==> config.mk <==
export PLATFORM = sky130hd
export DESIGN_NAME = ov7670_reg_sequencer
export DESIGN_NICKNAME = d
export VERILOG_FILES = /design/src/rtl/ov7670_reg_sequencer.sv
export SDC_FILE = /design/constraint.sdc
export NUM_CORES = 1
export LEC_CHECK = 0
export CORE_MARGIN = 5
export CORE_UTILIZATION = 40
export DETAILED_ROUTE_END_ITERATION = 7
export DONT_BUFFER_PORTS = 1
export GPL_TIMING_DRIVEN = 0
export HOLD_SLACK_MARGIN = 0.12
export SETUP_SLACK_MARGIN = 0.15
export SLEW_MARGIN = 20
export SYNTH_ARGS = -nofsm -noshare
export SYNTH_HDL_FRONTEND = slang
export SYNTH_SLANG_ARGS = --single-unit
==> constraint.sdc <==
create_clock -name clk -period 4 [get_ports clk]
set_input_delay 0.4 -clock clk [delete_from_list [all_inputs] [get_ports clk]]
set_output_delay 0.4 -clock clk [all_outputs]
set_load 0.01 [all_outputs]
==> src/rtl/ov7670_reg_sequencer.sv <==
// ov7670_reg_sequencer: walks the OV7670 register table and issues {reg,value} commands to the SCCB master
// Ports: clk, reset (async, active-high); resend / exp_update 1-cycle pulses; exposure[15:0] manual exposure;
//        cmd_ready / cmd_valid / command[15:0] SCCB command handshake; busy, finished status.
//        Optional macro OV7670_SEQ_CRC_EN adds crc_ok (sticky CRC-8 check of the issued table).
module ov7670_reg_sequencer #(
   parameter int CLK_FREQ_HZ    = 25000000,
   parameter int RESET_DELAY_MS = 1,
   parameter int IDX_W          = 8
) (
   input  logic        clk,
   input  logic        reset,
   input  logic        resend,
   input  logic [15:0] exposure,
   input  logic        exp_update,
   input  logic        cmd_ready,
   output logic        cmd_valid,
   output logic [15:0] command,
   output logic        busy,
   output logic        finished
`ifdef OV7670_SEQ_CRC_EN
   ,
   output logic        crc_ok
`endif
);
   localparam int DLY_RAW = CLK_FREQ_HZ / 1000 * RESET_DELAY_MS;
   localparam int DLY = DLY_RAW > 0 ? DLY_RAW - 1 : 0;
   localparam int CW = DLY > 0 ? $clog2(DLY + 1) : 1;
   localparam logic [15:0] M_DELAY = 16'hFFF0;
   localparam logic [15:0] M_END = 16'hFFFF;
   typedef enum logic [2:0] {IDLE, LOAD, SEND, WAIT, DONE, EXP} state_t;
   // Table entries 7..9 are built from the exposure latch so runtime updates reuse them.
   function automatic logic [15:0] rom(input logic [IDX_W-1:0] i, input logic [15:0] e);
      logic [15:0] r;
      case (int'(i))
         0: r = 16'h1280;  1: r = M_DELAY;  2: r = 16'h1200;  3: r = 16'h1100;
         4: r = 16'h0C00;  5: r = 16'h3E00;  6: r = 16'h8C00;
         7: r = {8'h04, 6'b0, e[1:0]};
         8: r = {8'h10, e[9:2]};
         9: r = {8'h07, 2'b0, e[15:10]};
         10: r = 16'h4010; 11: r = 16'h3A04; 12: r = 16'h3DC0; 13: r = 16'h1714; 14: r = 16'h1802;
         15: r = 16'h3203; 16: r = 16'h1903; 17: r = 16'h1A7B; 18: r = 16'h030A; 19: r = 16'h0F41;
         20: r = 16'h1E00; 21: r = 16'h330B; 22: r = 16'h3C78; 23: r = 16'h6900; 24: r = 16'h7400;
         25: r = 16'hB084; 26: r = 16'hB10C; 27: r = 16'hB20E; 28: r = 16'hB380; 29: r = 16'h7A20;
         30: r = 16'h7B10; 31: r = 16'h7C1E; 32: r = 16'h7D35; 33: r = 16'h7E5A; 34: r = 16'h7F69;
         35: r = 16'h8076; 36: r = 16'h8180; 37: r = 16'h8288; 38: r = 16'h838F; 39: r = 16'h8496;
         40: r = 16'h85A3; 41: r = 16'h86AF; 42: r = 16'h87C4; 43: r = 16'h88D7; 44: r = 16'h89E8;
         45: r = 16'h138E; 46: r = 16'h0000; 47: r = 16'h0D40; 48: r = 16'h1418; 49: r = 16'hA505;
         50: r = 16'hAB07; 51: r = 16'h2495; 52: r = 16'h2533; 53: r = 16'h26E3; 54: r = 16'h9F78;
         55: r = 16'hA068; 56: r = 16'hA103; 57: r = 16'hA6D8; 58: r = 16'hA7D8; 59: r = 16'h4200;
         default: r = M_END;
      endcase
      return r;
   endfunction
   state_t           state_q;
   logic [IDX_W-1:0] idx_q;
   logic [CW-1:0]    cnt_q;
   logic [15:0]      exp_q;
   logic             pend_q;
   logic [1:0]       sub_q;
   logic [15:0]      entry;
   logic             hs;
   assign entry = rom(idx_q, exp_q);
   assign hs = cmd_valid && cmd_ready;
   always_ff @(posedge clk or posedge reset) begin
      if (reset) begin
         state_q   <= IDLE;
         idx_q     <= '0;
         cnt_q     <= '0;
         exp_q     <= '0;
         pend_q    <= 1'b0;
         sub_q     <= '0;
         cmd_valid <= 1'b0;
         command   <= 16'hFFFF;
         busy      <= 1'b0;
         finished  <= 1'b0;
      end else if (resend) begin
         // resend overrides any handshake or wait in flight
         state_q   <= LOAD;
         idx_q     <= '0;
         exp_q     <= exposure;
         pend_q    <= 1'b0;
         cmd_valid <= 1'b0;
         busy      <= 1'b1;
         finished  <= 1'b0;
      end else begin
         if (exp_update) exp_q <= exposure;
         if (exp_update && state_q != DONE) pend_q <= 1'b1;
         case (state_q)
            LOAD:
               if (entry == M_END) begin
                  state_q  <= DONE;
                  command  <= 16'hFFFF;
                  busy     <= 1'b0;
                  finished <= !(pend_q || exp_update);
               end else if (entry == M_DELAY) begin
                  state_q <= WAIT;
                  cnt_q   <= CW'(DLY);
               end else begin
                  state_q   <= SEND;
                  command   <= entry;
                  cmd_valid <= 1'b1;
               end
            SEND:
               if (hs) begin
                  cmd_valid <= 1'b0;
                  idx_q     <= idx_q + 1'b1;
                  state_q   <= LOAD;
               end
            WAIT:
               if (cnt_q == '0) begin
                  idx_q   <= idx_q + 1'b1;
                  state_q <= LOAD;
               end else cnt_q <= cnt_q - 1'b1;
            DONE:
               if (exp_update || pend_q) begin
                  state_q  <= EXP;
                  sub_q    <= '0;
                  pend_q   <= 1'b0;
                  busy     <= 1'b1;
                  finished <= 1'b0;
               end
            EXP:
               // alternate fetch / handshake over table entries 7, 8, 9; DONE picks up any new pending update
               if (!cmd_valid) begin
                  command   <= rom(IDX_W'(7) + IDX_W'(sub_q), exp_q);
                  cmd_valid <= 1'b1;
               end else if (cmd_ready) begin
                  cmd_valid <= 1'b0;
                  if (sub_q == 2'd2) begin
                     state_q  <= DONE;
                     command  <= 16'hFFFF;
                     busy     <= 1'b0;
                     finished <= !(pend_q || exp_update);
                  end else sub_q <= sub_q + 1'b1;
               end
            default: ;
         endcase
      end
   end
`ifdef OV7670_SEQ_CRC_EN
   // MSB-first CRC-8 (poly 0x07) over one 16-bit command, i.e. high byte then low byte
   function automatic logic [7:0] crc8(input logic [7:0] c, input logic [15:0] d);
      logic [7:0] r;
      r = c;
      for (int b = 15; b >= 0; b--) r = (r[7] ^ d[b]) ? {r[6:0], 1'b0} ^ 8'h07 : {r[6:0], 1'b0};
      return r;
   endfunction
   function automatic logic [7:0] golden();
      logic [7:0]  r;
      logic [15:0] e;
      logic        stop;
      r = 8'h00;
      stop = 1'b0;
      for (int i = 0; i < 2 ** IDX_W; i++) begin
         e = rom(IDX_W'(i), 16'h0000);
         if (e == M_END) stop = 1'b1;
         if (!stop && e != M_DELAY) r = crc8(r, e);
      end
      return r;
   endfunction
   localparam logic [7:0] CRC_GOLD = golden();
   logic [7:0] crc_q;
   always_ff @(posedge clk or posedge reset) begin
      if (reset) begin
         crc_q  <= '0;
         crc_ok <= 1'b0;
      end else if (resend) begin
         crc_q  <= '0;
         crc_ok <= 1'b0;
      end else begin
         if (hs) crc_q <= crc8(crc_q, command);
         if (state_q == LOAD && entry == M_END && crc_q == CRC_GOLD && exp_q == '0) crc_ok <= 1'b1;
      end
   end
`endif
endmodule

; ---- Yosys cells after proc, flatten, opt, wreduce, memory -nomap -nowiden
; Cells that the tools add are included.
; W data, S select, Z words.
[op_classes]
addsub = 4
eq_ne = 146
n_mux = 58
bitwise_logic = 1
n_reduce_logical = 22
[op_table]
columns = operator, count
row1 = $pmux W16 S60, 2
row2 = $eq A8 B6 Y1 const B, 28
row3 = $eq A4 B6 Y1 const B, 28
row4 = $eq A8 B5 Y1 const B, 16
row5 = $mux W16, 7
row6 = $eq A4 B5 Y1 const B, 16
row7 = $eq A8 B4 Y1 const B, 8
row8 = $mux W15, 3
row9 = $ne A3 B3 Y1 const B, 13
row10 = $eq A16 B16 Y1 const B, 2
row11 = $eq A4 B4 Y1 const B, 8
row12 = $eq A8 B3 Y1 const B, 4
row13 = $pmux W16 S2, 1
row14 = $pmux W15 S2, 1
row15 = $mux W3, 8
row16 = $mux W8, 3
row17 = $mux W1, 23
row18 = $eq A4 B3 Y1 const B, 4
row19 = $eq A8 B2 Y1 const B, 2
row20 = $logic_not A8 Y1, 2
row21 = $pmux W8 S2, 1
row22 = $logic_not A15 Y1, 1
row23 = $pmux W3 S5, 1
row24 = $sub A15 B1 Y15 const B, 1
row25 = 27 further kinds, 48
[word_totals]
reg_bits = 64
input_bits = 21
output_inout_bits = 19
word_cells = 241

; ---- Depth between registers and ports, before layout
; Gate-level depths: netlist of the first run.
[depth]
ltp_word = 7
mapped_depth = 13
ltp_nobuf = 9

; ---- Least setup slack after synthesis of the first run
; Ideal clock, no wire load.
[synth_timing]
path_kind = reg-to-reg
from = register idx_q[0]
to = register state_q[1]
setup_time_ns = 0.122
arrival_time_ns = 2.470
required_ns = 3.878
path_slack_ns = 1.409
stages_incl_launch_ff = 13
n_path_buf = 3
synth_period_minus_slack_ns = 2.591
path_cell_list = dfrtp_1 > inv_1 > ha_1 > buf_6 > nor4_4 > o22ai_1 > a211oi_1 > nand3_1 > nor4_1 > buf_2 > buf_6 > nor2_1 > a32o_1
[synth_between]
elab_chain_cells = 6
elab_cells_between_ends = 65
cone_classes = 60 x eq/ne / 4 x mux / 1 x reduce/logical
[synth_rtl]
columns = item, line_no
row1 = "start, declared", 55  ; logic [IDX_W-1:0] idx_q;
row2 = "start signal, assigned", 106  ; idx_q <= idx_q + 1'b1;
row3 = "start signal, assigned", 111  ; idx_q <= idx_q + 1'b1;
row4 = $eq A8 B6 Y1 (tied with other cells), 34  ; case (int'(i))
row5 = $pmux W16 S60 *, 34
row6 = $eq A16 B16 Y1 *, 90  ; if (entry == M_END) begin
row7 = $mux W3 *, 90
row8 = $pmux W3 S5 *, 88  ; case (state_q)
row9 = $mux W3 *, 76  ; end else if (resend) begin
row10 = "end signal, assigned", 78  ; state_q <= LOAD;
row11 = "end signal, assigned", 91  ; state_q <= DONE;
row12 = "end signal, assigned", 96  ; state_q <= WAIT;
row13 = "end, declared", 54  ; state_t state_q;
; Mark *: on every way between the ends. The rest lies on a longest branch, timed or not.
; A chain may end at the register's enable or synchronous reset.

; ---- Worst setup path after layout of the first run
; Ends and elaborated chain as after synthesis.

==> results of run 1 <==
area by class of cell:
cell class,count,area [sq um]
inverter,18,70.1
sequential,64,1620
fill,1298,6900
tap,172,215
clock inverter,6,91.3
multi-input combinational,513,3230
timing repair buffer,2,30.0
clock buffer,10,239
buffer,60,273
registers in the layout, indices dropped and copies added, names as in the netlist:
| register | flops |
|---|---|
| sub_q | 2 |
| busy | 1 |
| state_q | 3 |
| idx_q | 8 |
| pend_q | 1 |
| exp_q | 16 |
| finished | 1 |
| cnt_q | 15 |
| cmd_valid | 1 |
| command | 16 |
cell families (layout without fill, tap and decap cells):
kind of cell    Yosys count  after routing  share of synthesized area
compound gates          202            202                      0.258
mux                      22             22                     0.0466
simple gates            263            263                      0.262
buf+inv                  78             96                     0.0656
flops                    64             64                      0.313
fa+ha+maj                16             16                     0.0386
xor+xnor                 10             10                     0.0169
layout by cell type (no fill, tap or decap), types with 7 or more instances in the layout:
cell type and count:
sky130_fd_sc_hd__nor3_1 26, sky130_fd_sc_hd__a22o_1 7, sky130_fd_sc_hd__o21ai_0 45, sky130_fd_sc_hd__dfstp_2 16
sky130_fd_sc_hd__nand2_1 74, sky130_fd_sc_hd__o22ai_1 7, sky130_fd_sc_hd__o31ai_1 19, sky130_fd_sc_hd__nor2_1 51
sky130_fd_sc_hd__ha_1 16, sky130_fd_sc_hd__mux2_2 17, sky130_fd_sc_hd__a21oi_1 36, sky130_fd_sc_hd__o21ai_1 8
sky130_fd_sc_hd__inv_1 16, sky130_fd_sc_hd__clkbuf_16 9, sky130_fd_sc_hd__clkbuf_1 29, sky130_fd_sc_hd__xnor2_1 8
sky130_fd_sc_hd__buf_2 17, sky130_fd_sc_hd__nor4_1 14, sky130_fd_sc_hd__and3_1 7, sky130_fd_sc_hd__dfrtp_1 48
sky130_fd_sc_hd__nand2b_1 11, sky130_fd_sc_hd__o211ai_1 10, sky130_fd_sc_hd__nand3_1 34, sky130_fd_sc_hd__a31oi_1 18
sky130_fd_sc_hd__buf_1 10
where the power goes:
part           internal, uW  switching, uW  leakage, uW
clock network           565            302     0.000163
logic                   321            573      0.00131
registers               872            224     0.000748
path summary, 6_finish.rpt:
kind / endpoint / slack, ps / cells after the start
worst max register to register: state_q[1] / 520 / 11
min in group asynchronous: state_q[1] / 540 / 2
worst min register to register: command[7] / 500 / 2
max in group asynchronous: command[6] / 2870 / 3
worst min-delay path: exp_q[9] / 210 / 1
worst max-delay path: state_q[1] / 520 / 11
metal layers:
metal / routed length [microns] / global-route usage
met5: 0 / 0
met4: 566 / 0.0941
met3: 1820 / 0.0690
met2: 9520 / 0.432
met1: 8310 / 0.355
stage by stage:
stage | area [sq um] | hold slack (ps) | total power, uW | utilization
floorplan | 5180 | 443 | 1700 | -
global placement | 5400 | 460 | 1950 | 0.426
detailed placement | 5420 | 301 | 1980 | 0.428
CTS | 5760 | 196 | 2860 | 0.455
global route | 5770 | 195 | 3030 | 0.456
finish | 5770 | 209 | 2860 | 0.456
what timing repair did:
item,4_1_cts,5_1_grt
endpoints found under the hold margin,29,0
buffers inserted,0,0
hold buffers,1,0
endpoints found under the setup margin,0,0
==> impl_metrics.py, run 1 <==
metrics = {
    "worst_setup_path": {
        "total_buffers_and_inverters_traversed_by_the_critical_path": 3,
        "crit_required_ps": 4220,
        "critical-path-slowest-cell": "sky130_fd_sc_hd__dfrtp_1",
        "criticalPathCategory": "register to register",
        "crit_path_start": "idx_q[0]",
        "cp_cell_instances": "ha_1 > clkbuf_1 > nor3_1 > o21ai_0 > a32oi_1 > o2111ai_1 > nor4_1 > buf_2 > buf_6 > nor2_1 > a32o_1",
        "critPathMaxStageDelay_ps": 460,
        "critPathMaxFanout": 10,
        "regToRegStartpoint": "idx_q[0]",
        "worst_setup_path_start_kind": "register",
        "arrival_ps": 3700,
        "setup.worst_path.end_class": "register",
        "cpLargestDelayFamily": "buffers and inverters",
    },
    "place": {
        "dpl.cell_count": 828,
        "hpwl_after_detailed_placement_mm": 15.0,
        "place_worst_setup_slack_ps": 567,
        "place.port_buffers": 0,
        "replace_congestion": 0.983,
    },
    "synth": {
        "synthesis.area_sq_um": 5180,
        "ys_top_cells_by_count": "sky130_fd_sc_hd__nand2_1 (74), sky130_fd_sc_hd__nor2_1 (51), sky130_fd_sc_hd__dfrtp_1 (48)",
        "net_count_after_synthesis": 692,
        "synth_cell_types": 73,
        "yosys-top-cells-area": "sky130_fd_sc_hd__dfrtp_1 (23%), sky130_fd_sc_hd__dfstp_2 (8.1%), sky130_fd_sc_hd__nand2_1 (5.4%)",
        "postSynthRegisterBits": 64,
        "synthFlopType": "sky130_fd_sc_hd__dfrtp_1",
        "top_count_cell_post_synth": "sky130_fd_sc_hd__nand2_1",
        "syn_inst": 655,
        "synth-seq-area-share": 0.313,
        "netlist.area_leader.share": 0.232,
        "synth_area_per_cell_sq_um": 7.92,
        "synth_area_leader_cell": "sky130_fd_sc_hd__dfrtp_1",
        "synth_async_sr_flop_share": 1.00,
        "synth-warning-count": 0,
        "number_of_synthesized_flops_with_an_enable_pin": 0,
    },
    "sta": {
        "skew_ps": 6.68,
        "rsz0062_at_grt": "no",
        "final_hold_viol_count": 0,
        "final_max_slew_viols": 0,
        "finalWorstPathRequiredPeriod_ps": 3480,
        "final.period_utilization": 0.869,
        "worstMarginPinSlew_ps": 1040,
        "timing.fmax_mhz": 288,
        "aggregate_negative_setup_slack_ps": 0,
        "fin_ws_ps": 524,
        "report.final.setup_viol": 0,
        "worst_slew_margin_rel": 0.304,
    },
    "floorplanning": {
        "placementRows": 41,
        "initial_core_util": 0.409,
        "io_pins": 40,
        "core_region_area_sq_um": 12700,
        "fp.dieW_microns": 124,
        "fp.dieH_microns": 124,
        "dieArea_sq_um": 15300,
    },
    "clocking": {
        "clkSinkCount": 64,
        "post_cts_resize_count": 0,
        "cts.root.buffer_cell": "sky130_fd_sc_hd__clkbuf_16",
        "clk_latency_ps": 340,
        "htreeDepth": 3,
        "buffer_levels_on_the_longest_clock_path": 2,
        "clk_pin_slew_ps": 60,
        "cts_made_buffers": 9,
        "cts_tree": "yes",
    },
    "detailed_routing": {
        "detailedRoute.firstPassIterationCount": 5,
        "wl_cell_microns": 23.9,
        "avgViaCountPerCell": 6.48,
        "vias": 5478,
        "drc": 0,
        "sum_of_routed_wire_length_over_all_layers_mm": 20.2,
        "detail_route.iter0.violations": 623,
        "drt.antenna.violating_nets": 0,
    },
    "run_status": {
        "status": "completed",
    },
    "final_layout": {
        "area_growth_pct": 11.3,
        "finalNetCount": 705,
        "num_antenna_cells": 0,
        "drive_above_1_share": 0.128,
        "final_cells": 845,
    },
    "global_route": {
        "grt_max_degree": 36,
        "grt.overflow.total": 0,
        "global_route_wire_length_before_repair_mm": 31.3,
        "grt_pass1_vias": 5360,
        "global_route.usage.total": 0.270,
        "antenna_violations_before_repair": 0,
    },
    "worst_hold_path": {
        "hold_path_class": "input port to register",
        "min_from": "exposure[9]",
    },
    "run": {
        "max_cap_violations": 0,
    },
    "pwr": {
        "ir_drop_mv": 0.353,
        "power.leakage_uw": 0.00222,
        "p_per_area_nw_per_um2": 495,
    },
}
Power figures use the tool's default switching activity.
==> inputs of run 2 (changes only) <==
--- a/config.mk
+++ b/config.mk
@@ -11,6 +11,7 @@
 export DONT_BUFFER_PORTS = 1
 export GPL_TIMING_DRIVEN = 0
 export HOLD_SLACK_MARGIN = 0.12
+export PLACE_DENSITY_LB_ADDON = 0.2
 export SETUP_SLACK_MARGIN = 0.15
 export SLEW_MARGIN = 20
 export SYNTH_ARGS = -nofsm -noshare
==> constraint.sdc (replaced) <==
create_clock -name clk -period 4.4 [get_ports clk]
set_input_delay 0.22 -clock clk [delete_from_list [all_inputs] [get_ports clk]]
set_output_delay 0.22 -clock clk [all_outputs]
set_load 0.01 [all_outputs]
==> run 2 against run 1 <==
Against the previous run: die area is the same; clock skew is essentially flat; global-route usage shrank 0.27 points; register-to-register slack gained 330 ps; hold slack lost 51 ps; final area grew 1.9%; final cell count grew 2.0%; largest cell class unchanged.
==> impl_metrics.py, run 2 (synthesis gave the netlist of run 1 again) <==
metrics = {
    "pwr": {
        "switching_power_uw": 1020,
        "share_seq_of_total_power": 0.399,
        "int_pwr_uw": 1480,
        "power.leakage_uw": 0.00226,
        "ir_drop_mv": 0.319,
        "power_frac_comb": 0.330,
        "p_per_area_nw_per_um2": 425,
        "power.switching_fraction": 0.408,
        "pwr-share-clk": 0.271,
    },
    "final_layout": {
        "layout_common_cells": "sky130_fd_sc_hd__nand2_1 (74), sky130_fd_sc_hd__nor2_1 (51), sky130_fd_sc_hd__dfrtp_1 (48)",
        "fillerInstances": 1271,
        "finalCoreUtilization": 0.464,
        "drive_above_1_share": 0.125,
        "final_common_cell": "sky130_fd_sc_hd__nand2_1",
        "multi_input_area_sq_um": 3220,
        "area_growth_pct": 13.5,
        "final_cells": 862,
        "num_antenna_cells": 0,
        "layout.area.seq_sq_um": 1620,
        "largest_registers": "command x16, exp_q x16, cnt_q x15",
        "finalNetCount": 722,
    },
    "place": {
        "place.port_buffers": 0,
        "hpwl_after_detailed_placement_mm": 14.9,
        "place_worst_setup_slack_ps": 922,
        "dpl.cell_count": 828,
        "replace_congestion": 0.940,
    },
    "worst_setup_path": {
        "critPathMaxFanout": 10,
        "arrival_ps": 3790,
        "register_to_register_setup_slack_ps": 850,
        "setup.worst_path.end_class": "register",
        "worst_setup_path_start_kind": "register",
        "worst_r2r_endpoint": "command[5]",
        "reg2reg_depth": 11,
        "crit_required_ps": 4640,
        "criticalPathCategory": "register to register",
        "regToRegStartpoint": "idx_q[0]",
    },
    "sta": {
        "aggregate_negative_setup_slack_ps": 0,
        "worstMarginPinSlew_ps": 1140,
        "final_max_slew_viols": 0,
        "timing.fmax_mhz": 282,
        "worst_slew_margin_rel": 0.237,
        "rsz0062_at_grt": "no",
        "fin_ws_ps": 851,
        "skew_ps": 7.08,
        "final.period_utilization": 0.807,
        "report.final.setup_viol": 0,
        "finalWorstPathRequiredPeriod_ps": 3550,
        "holdWs_ps": 158,
        "final_hold_viol_count": 0,
    },
    "floorplanning": {
        "initial_core_util": 0.409,
        "io_pins": 40,
        "dieArea_sq_um": 15300,
        "core_region_area_sq_um": 12700,
        "placementRows": 41,
        "fp.dieW_microns": 124,
        "fp.dieH_microns": 124,
    },
    "clocking": {
        "cts_made_buffers": 9,
        "clkSinkCount": 64,
        "cts.root.buffer_cell": "sky130_fd_sc_hd__clkbuf_16",
        "clk_latency_ps": 350,
        "post_cts_resize_count": 0,
        "clk_pin_slew_ps": 60,
        "cts_tree": "yes",
        "htreeDepth": 3,
        "buffer_levels_on_the_longest_clock_path": 2,
    },
    "run_status": {
        "status": "completed",
    },
    "global_route": {
        "global_route.usage.total": 0.268,
        "global_route_wire_length_before_repair_mm": 30.8,
        "grt.overflow.total": 0,
        "antenna_violations_before_repair": 0,
        "grt_pass1_vias": 5219,
        "grt_max_degree": 38,
    },
    "detailed_routing": {
        "detailedRoute.firstPassIterationCount": 8,
        "detail_route.iter0.violations": 534,
        "wl_cell_microns": 23.3,
        "avgViaCountPerCell": 6.38,
        "drt.antenna.violating_nets": 0,
        "sum_of_routed_wire_length_over_all_layers_mm": 20.1,
        "vias": 5502,
        "drc": 0,
    },
    "run": {
        "max_cap_violations": 0,
    },
    "worst_hold_path": {
        "min_from": "exp_update",
        "min_delay_path_depth": 2,
        "hold_path_class": "input port to register",
        "timing.hold.worst_endpoint": "finished",
    },
}
run 2: cell types whose count changed in the layout (fill, tap and decap cells not counted), sizes merged:
cell / change
clkinvlp: +2
clkbuf: -1
dlygate4sd3: +17
bufinv: -2
inv: +1
run 2: worst max-delay path by stage:
| stage | from | to | slack [ps] | depth (start not counted) |
|---|---|---|---|---|
| 2_1_floorplan | idx_q[0] | state_q[1] | 1810 | 12 |
| 3_3_place_gp | idx_q[0] | finished | 860 | 11 |
| 3_5_place_dp | idx_q[0] | command[5] | 920 | 11 |
| 4_1_cts | idx_q[0] | command[5] | 920 | 11 |
| 5_1_grt | idx_q[0] | command[5] | 670 | 11 |
| 6_report | idx_q[0] | command[5] | 850 | 11 |
run 2: cell type report:
cell class / instances / share of cell area
Multi-Input combinational cell: 513 / 0.548
Sequential cell: 64 / 0.276
Buffer: 60 / 0.0464
Clock buffer: 9 / 0.0383
Tap cell: 172 / 0.0366
Timing Repair Buffer: 19 / 0.0340
Inverter: 18 / 0.0119
Clock inverter: 7 / 0.00936
run 2: metal layers:
| metal | GRT usage | vias up | share of wire | wire (microns) |
|---|---|---|---|---|
| li1 | - | 2508 | - | - |
| met1 | 0.353 | 2635 | 0.42 | 8350 |
| met2 | 0.413 | 297 | 0.45 | 9130 |
| met3 | 0.0695 | 62 | 0.092 | 1850 |
| met4 | 0.120 | 0 | 0.038 | 771 |
| met5 | 0 | - | 0 | 0 |
run 2: power by group through the flow:
stage          clock, uW  combinational [uW]  sequential (uW)
2_1_floorplan          0                 600              947
3_3_place_gp           0                 779              994
3_5_place_dp           0                 795             1000
4_1_cts              693                 810              997
5_1_grt              721                 901             1020
6_report             678                 824              998
run 2: through the flow:
| step | power (uW) | cell area [sq um] |
|---|---|---|
| after floorplan | 1550 | 5180 |
| after global placement | 1770 | 5400 |
| after detailed placement | 1800 | 5420 |
| after CTS | 2500 | 5880 |
| after global routing | 2650 | 5880 |
| final | 2500 | 5880 |
run 2: worst max-delay path, cell delays in order, from the launching register on:
cell and delay (ps):
sky130_fd_sc_hd__dfrtp_1 460, sky130_fd_sc_hd__ha_1 290, sky130_fd_sc_hd__clkbuf_1 340, sky130_fd_sc_hd__nor3_1 420, sky130_fd_sc_hd__o21ai_0 180, sky130_fd_sc_hd__a32oi_1 250
sky130_fd_sc_hd__o2111ai_1 190, sky130_fd_sc_hd__nor4_1 390, sky130_fd_sc_hd__buf_2 340, sky130_fd_sc_hd__buf_6 190, sky130_fd_sc_hd__nor3_1 80, sky130_fd_sc_hd__o31ai_1 310
run 2: timing repair:
item / CTS / global route
hold buffers: 18 / 0
buffers inserted: 0 / 0
endpoints found under the hold margin: 81 / 0
